File: src/rtl/instr_fetch_unit.sv
// Instruction fetch stage: reads four bytes from a byte-wide, 1-cycle-latency
// instruction memory, assembles a big-endian 32-bit word and presents it with
// its PC over a valid/ready handshake. Redirects restart fetch at a new PC.
module instr_fetch_unit #(
  parameter logic [7:0] RESET_PC = 8'd0
) (
  input  logic        clk,
  input  logic        rst_n,
  output logic        mem_rd,
  output logic [7:0]  mem_addr,
  input  logic [7:0]  mem_data,
  output logic [31:0] instr,
  output logic [7:0]  instr_pc,
  output logic        instr_valid,
  input  logic        instr_ready,
  input  logic        redirect,
  input  logic [7:0]  redirect_pc
);

  typedef enum logic [1:0] {
    FETCH = 2'd0,
    DRAIN = 2'd1,
    HOLD  = 2'd2
  } state_t;

  state_t      state, state_nxt;
  logic [7:0]  fetch_pc, fetch_pc_nxt;
  logic [1:0]  cnt, cnt_nxt;
  logic        pend, pend_nxt;
  logic [1:0]  pend_idx, pend_idx_nxt;
  logic [31:0] instr_nxt;
  logic [7:0]  instr_pc_nxt;
  logic        instr_valid_nxt;

  // Read strobe is gated by rst_n so no read is issued while reset is held.
  assign mem_rd   = rst_n && (state == FETCH);
  assign mem_addr = fetch_pc + {6'd0, cnt};

  // Next-state and datapath update; redirect overrides everything last.
  always_comb begin
    state_nxt       = state;
    fetch_pc_nxt    = fetch_pc;
    cnt_nxt         = cnt;
    pend_nxt        = 1'b0;
    pend_idx_nxt    = pend_idx;
    instr_nxt       = instr;
    instr_pc_nxt    = instr_pc;
    instr_valid_nxt = instr_valid;

    if (pend) begin
      case (pend_idx)
        2'd0:    instr_nxt[31:24] = mem_data;
        2'd1:    instr_nxt[23:16] = mem_data;
        2'd2:    instr_nxt[15:8]  = mem_data;
        default: instr_nxt[7:0]   = mem_data;
      endcase
    end

    case (state)
      FETCH: begin
        pend_nxt     = 1'b1;
        pend_idx_nxt = cnt;
        cnt_nxt      = cnt + 2'd1;
        if (cnt == 2'd3) state_nxt = DRAIN;
      end
      DRAIN: begin
        instr_valid_nxt = 1'b1;
        instr_pc_nxt    = fetch_pc;
        fetch_pc_nxt    = fetch_pc + 8'd4;
        cnt_nxt         = 2'd0;
        state_nxt       = HOLD;
      end
      HOLD: begin
        if (instr_valid && instr_ready) begin
          instr_valid_nxt = 1'b0;
          state_nxt       = FETCH;
        end
      end
      default: state_nxt = FETCH;
    endcase

    // In-flight return data is dropped by restoring instr and clearing pend.
    if (redirect) begin
      state_nxt       = FETCH;
      fetch_pc_nxt    = redirect_pc;
      cnt_nxt         = 2'd0;
      pend_nxt        = 1'b0;
      instr_valid_nxt = 1'b0;
      instr_nxt       = instr;
    end
  end

  // FSM state register.
  always_ff @(posedge clk) begin
    if (!rst_n) state <= FETCH;
    else        state <= state_nxt;
  end

  // Fetch address, byte tracking and output word registers.
  always_ff @(posedge clk) begin
    if (!rst_n) begin
      fetch_pc    <= RESET_PC;
      cnt         <= '0;
      pend        <= 1'b0;
      pend_idx    <= '0;
      instr       <= '0;
      instr_pc    <= '0;
      instr_valid <= 1'b0;
    end else begin
      fetch_pc    <= fetch_pc_nxt;
      cnt         <= cnt_nxt;
      pend        <= pend_nxt;
      pend_idx    <= pend_idx_nxt;
      instr       <= instr_nxt;
      instr_pc    <= instr_pc_nxt;
      instr_valid <= instr_valid_nxt;
    end
  end

endmodule

File: config.mk
export PLATFORM = sky130hd
export DESIGN_NAME = instr_fetch_unit
export DESIGN_NICKNAME = d
export VERILOG_FILES = /design/src/rtl/instr_fetch_unit.sv
export SDC_FILE = /design/constraint.sdc
export NUM_CORES = 1
export LEC_CHECK = 0
export CORE_MARGIN = 2
export CORE_UTILIZATION = 31
export CTS_BUF_LIST = sky130_fd_sc_hd__clkbuf_4
export DETAILED_ROUTE_END_ITERATION = 6
export HOLD_SLACK_MARGIN = 0.02
export SYNTH_ARGS = -nofsm -noshare
export SYNTH_HDL_FRONTEND = slang
export SYNTH_SLANG_ARGS = --single-unit
File: constraint.sdc
create_clock -name clk -period 2 [get_ports clk]
set_clock_uncertainty 0.15 [all_clocks]
set_input_delay 0.2 -clock clk [delete_from_list [all_inputs] [get_ports clk]]
set_output_delay 0.2 -clock clk [all_outputs]
set_load 0.01 [all_outputs]
# Word level (Yosys, flattened, before mapping)
# Cells that the tools add are included.
# W data, S select, Z words.
# classes
muxes	9
bitwise	3
mul	0
eq_ne	7
order_cmp	0
n_reduce_logical	15
n_shift	0
addsub	3
n_div	0
# op_table
cell	count
$mux W8	2
$reduce_and A3 Y1	4
$add A8 B2 Y8	1
$add A8 B3 Y8 const B	1
$eq A2 B2 Y1 const B	3
$pmux W2 S3	1
$reduce_bool A2 Y1	3
$eq A2 B1 Y1 const B	2
$logic_not A2 Y1	2
$mux W2	2
$pmux W2 S2	1
$reduce_and A2 Y1	2
$not A1 Y1	3
$reduce_or A3 Y1	1
$add A2 B1 Y2 const B	1
$logic_and A1 B1 Y1	2
$mux W1	2
$ne A2 B1 Y1 const B	1
$ne A2 B2 Y1 const B	1
$pmux W1 S2	1
$reduce_or A2 Y1	1
# word_totals
out_inout_bits	50
romBits	0
mem_bits_rw	0
n_memories	0
reg_bits	56
latchBits	0

# Longest topological paths before layout
# depth
depth_word	4
ltp_mapped	5

# Least setup slack after synthesis
# Ideal clock, no wire load.
# synth_timing
path_type	reg-to-output
from	register cnt[0]
to	output mem_addr[6]
path_buffers	0
required_ns	1.650
stages_incl_launch_ff	5
slack_ns	0.427
arrival_ns	1.223
cell_sequence	dfxtp_1 ha_1 fa_1 nand4_1 xnor2_1
# synth_via
elab_chain_len	1
# synth_lines
item	line	text
from (decl)	28	logic [1:0] cnt, cnt_nxt;
from (signal assigned)	111	cnt <= cnt_nxt;
$add A8 B2 Y8	37	assign mem_addr = fetch_pc + {6'd0, cnt};
to (decl)	10	output logic [7:0] mem_addr,
# Every way passes these cells.

# Worst setup path after layout
# layout_timing
from	register fetch_pc[1]
to	output mem_addr[6]
# layout_via
elab_chain_len	1
# layout_lines
item	line	text
from (decl)	27	logic [7:0] fetch_pc, fetch_pc_nxt;
from (signal assigned)	110	fetch_pc <= fetch_pc_nxt;
$add A8 B2 Y8	37	
# Every way passes these cells.

==> reports/qor.yml <==
status: "finished with violations"
syn_avg_cell_area_um2: 9.463
yosysSeqAreaShare_pct: 46.64
vias_per_cell: 4.595
drt-total-wl_um: 5930
clkLatencyLatePin_ps: 360
drive_above_1_share_pct: 14.33
area_growth_pct: 41.07
critical-path-top-delay-family: "adder cells"
drtIter0Drc: 53
worstPathRequired_ps: 1650
cellLeakagePower_nw: 1.214
track_usage_pct: 14.62
cp_max_fo: 3
synth_area_leaders: "dfxtp_1 (47%), nand2_1 (8.4%), mux2i_1 (7.5%), nor2b_1 (5.2%), a21boi_0 (5.0%)"
grt.overflow.total: 0
p_per_area_nw_per_um2: 587.8
cts-root-buf: "clkbuf_4"
cts_max_level: 2
grt_antenna_before_repair: 0
placed_cells: 427
hp-class: "in -> reg"
rows: 32
endpoint_kind: "output pin"
clock_path_buffers: 2
core_um2: 7607
cts_buffers: 5
clock.fmax_ghz: 0.4957
grt_pass1_vias: 1996
min_period_ps: 2017
grt_first_pass_wirelength_um: 9887
holdWs_ps: 288.2
postRouteAntennaNets: 0
synth_seq_cells: 56
die_y_um: 92.06
utilization_pct: 44.57
yosysWarnings: 0
violations: "negative setup slack"
vdd_drop_max_v: 0.0003125
syn-num-nets: 279
portBuffers: 69
dp_hpwl_um: 4346
post-route-period-util_pct: 100.9
yosysUniqueCellTypes: 38
setup_violations: 1
finalPower_mw: 1.993
yosys_most_used_dff: "dfxtp_1"
wl_per_cell_um: 13.57
timing.critical_path.slowest_stage_cell: "fa_2"
rsz0062_at_grt: "yes"
placement.setup.worst_slack_ps: -123.4
start_util_pct: 31.60
combPwrFrac_pct: 11.4
cp_slowest_stage_delay_ps: 420
drc: 0
p_int_mw: 1.522
clkTransAtPathRegs_ps: 150
place_area_um2: 3274
p_sw_share_pct: 23.64
final_area_um2: 3391
final_cells: 437
ios: 70
vias: 2008
synth-edff-count: 0
synthCells: 254
fin_setup_tns_ps: -17.21
slew_headroom_pct: 65.61
cts_sinks: 56
cp-start-kind: "register"
netSwitchingPower_mw: 0.4712
grt_max_degree: 31
clkPwrFrac_pct: 30.4
netlist_area_um2: 2404
nets: 359
drv_cap: 0
synth_top_area_share_pct: 46.64
cp_cell_sequence: "buf_6 -> fa_2 -> nand4_1 -> xnor2_1 -> buf_2"
cp_num_buf_inv: 2
die_area_um2: 8474
synth_top_area_cell: "dfxtp_1"
cp_data_arrival_time_ps: 1670
drtPass1Iterations: 4
worstMarginPinSlew_ps: 513.7
slew_violations: 0
seqPwrFrac_pct: 58.1
async_flop_share_pct: 0
gp_congestion: 0.8255
diodes: 0
setup_slack_ps: -17.21
cts_tree: "done"
crit_type: "reg -> out"
die_w_um: 92.06
finalHoldViolations: 0
[cell families (layout without fill, tap and decap cells)]
family	count (synthesis)	count (layout)	share of synthesized area, %
compound gates	45	45	13.12
flops	56	56	46.64
buf+inv	17	98	3.435
mux	19	19	7.964
simple gates	104	104	23.01
xor+xnor	8	8	2.915
fa+ha+maj	5	5	2.915
[final timing paths]
kind,start,endpoint,slack (ps),cells after the start
setup reg to reg,state[0],fetch_pc[3],450,4
hold / removal,redirect_pc[5],fetch_pc[5],290,3
setup / recovery,fetch_pc[1],mem_addr[6],-20,5
hold reg to reg,instr[31],instr[31],310,2
[worst reg2reg max path: cells and delay by family, from the launching register on]
| kind | cells | cell delay, ps |
|---|---|---|
| AOI/OAI and AO/OA | 1 | 200 |
| muxes | 1 | 350 |
| DFF | 1 | 400 |
| and+or+nand+nor | 1 | 190 |
| buffers and inverters | 1 | 180 |
[placed cells by master, fill, tap and decap left out, drive strengths merged, types with 2 or more instances in the layout]
master         netlist  layout
nor2b               20      20
o21ai                7       7
nand2               54      54
and4bb               2       2
nand4                3       3
a21boi              26      26
clkinv               0       2
clkdlybuf4s50        0      62
a31oi                2       2
and2                 2       2
nand3b               3       3
nand2b               5       5
clkbuf               7       6
xor2                 3       3
or3                  2       2
o211a                2       2
ha                   4       4
buf                  8      25
a21oi                4       4
nor2                 3       3
nor3                 4       4
mux2i               18      18
dfxtp               56      56
inv                  2       2
xnor2                5       5
[cell usage after synthesis (all sizes together), types with 4 or more instances]
cell type   n
a21boi     26
a21oi       4
buf         8
clkbuf      7
dfxtp      56
ha          4
mux2i      18
nand2      54
nand2b      5
nor2b      20
nor3        4
o21ai       7
xnor2       5
[power groups by stage]
stage	sequential, mW	combinational (mW)	clock [mW]
after floorplan	1.18	0.0953	0
after global placement	1.18	0.231	0
after detailed placement	1.18	0.232	0
after CTS	1.16	0.231	0.626
after global routing	1.16	0.249	0.677
final	1.16	0.228	0.606
[timing repair]
action                     CTS  global route
gates resized for setup     37             5
hold buffers                 0             0
cloned                       0             0
setup endpoints to repair    8             7
buffers inserted             2             0
pin swaps                    4             6
[state kept, by name, summed over array words and instances, names as in the netlist]
register and cells:
instr 32, instr_valid 1, pend_idx 2, fetch_pc 8
instr_pc 8, state 2, cnt 2, pend 1
[cell type report]
class                           count  area (um^2)
Clock buffer                        5        37.54
Timing Repair Buffer               88        802.0
Inverter                            2        7.507
Sequential cell                    56         1129
Tap cell                          102        127.6
Fill cell                         783         4217
Multi-Input combinational cell    181         1250
Clock inverter                      3        37.54
[layer usage]
| layer | track usage [%] | vias up | wire length (um) |
|---|---|---|---|
| met5 | 0 | - | 0 |
| met1 | 18.74 | 922 | 2751 |
| met4 | 3.358 | 0 | 42 |
| met2 | 24.39 | 59 | 2738 |
| met3 | 4.191 | 4 | 397 |
| li1 | - | 1023 | - |
Power figures use the tool's default switching activity.
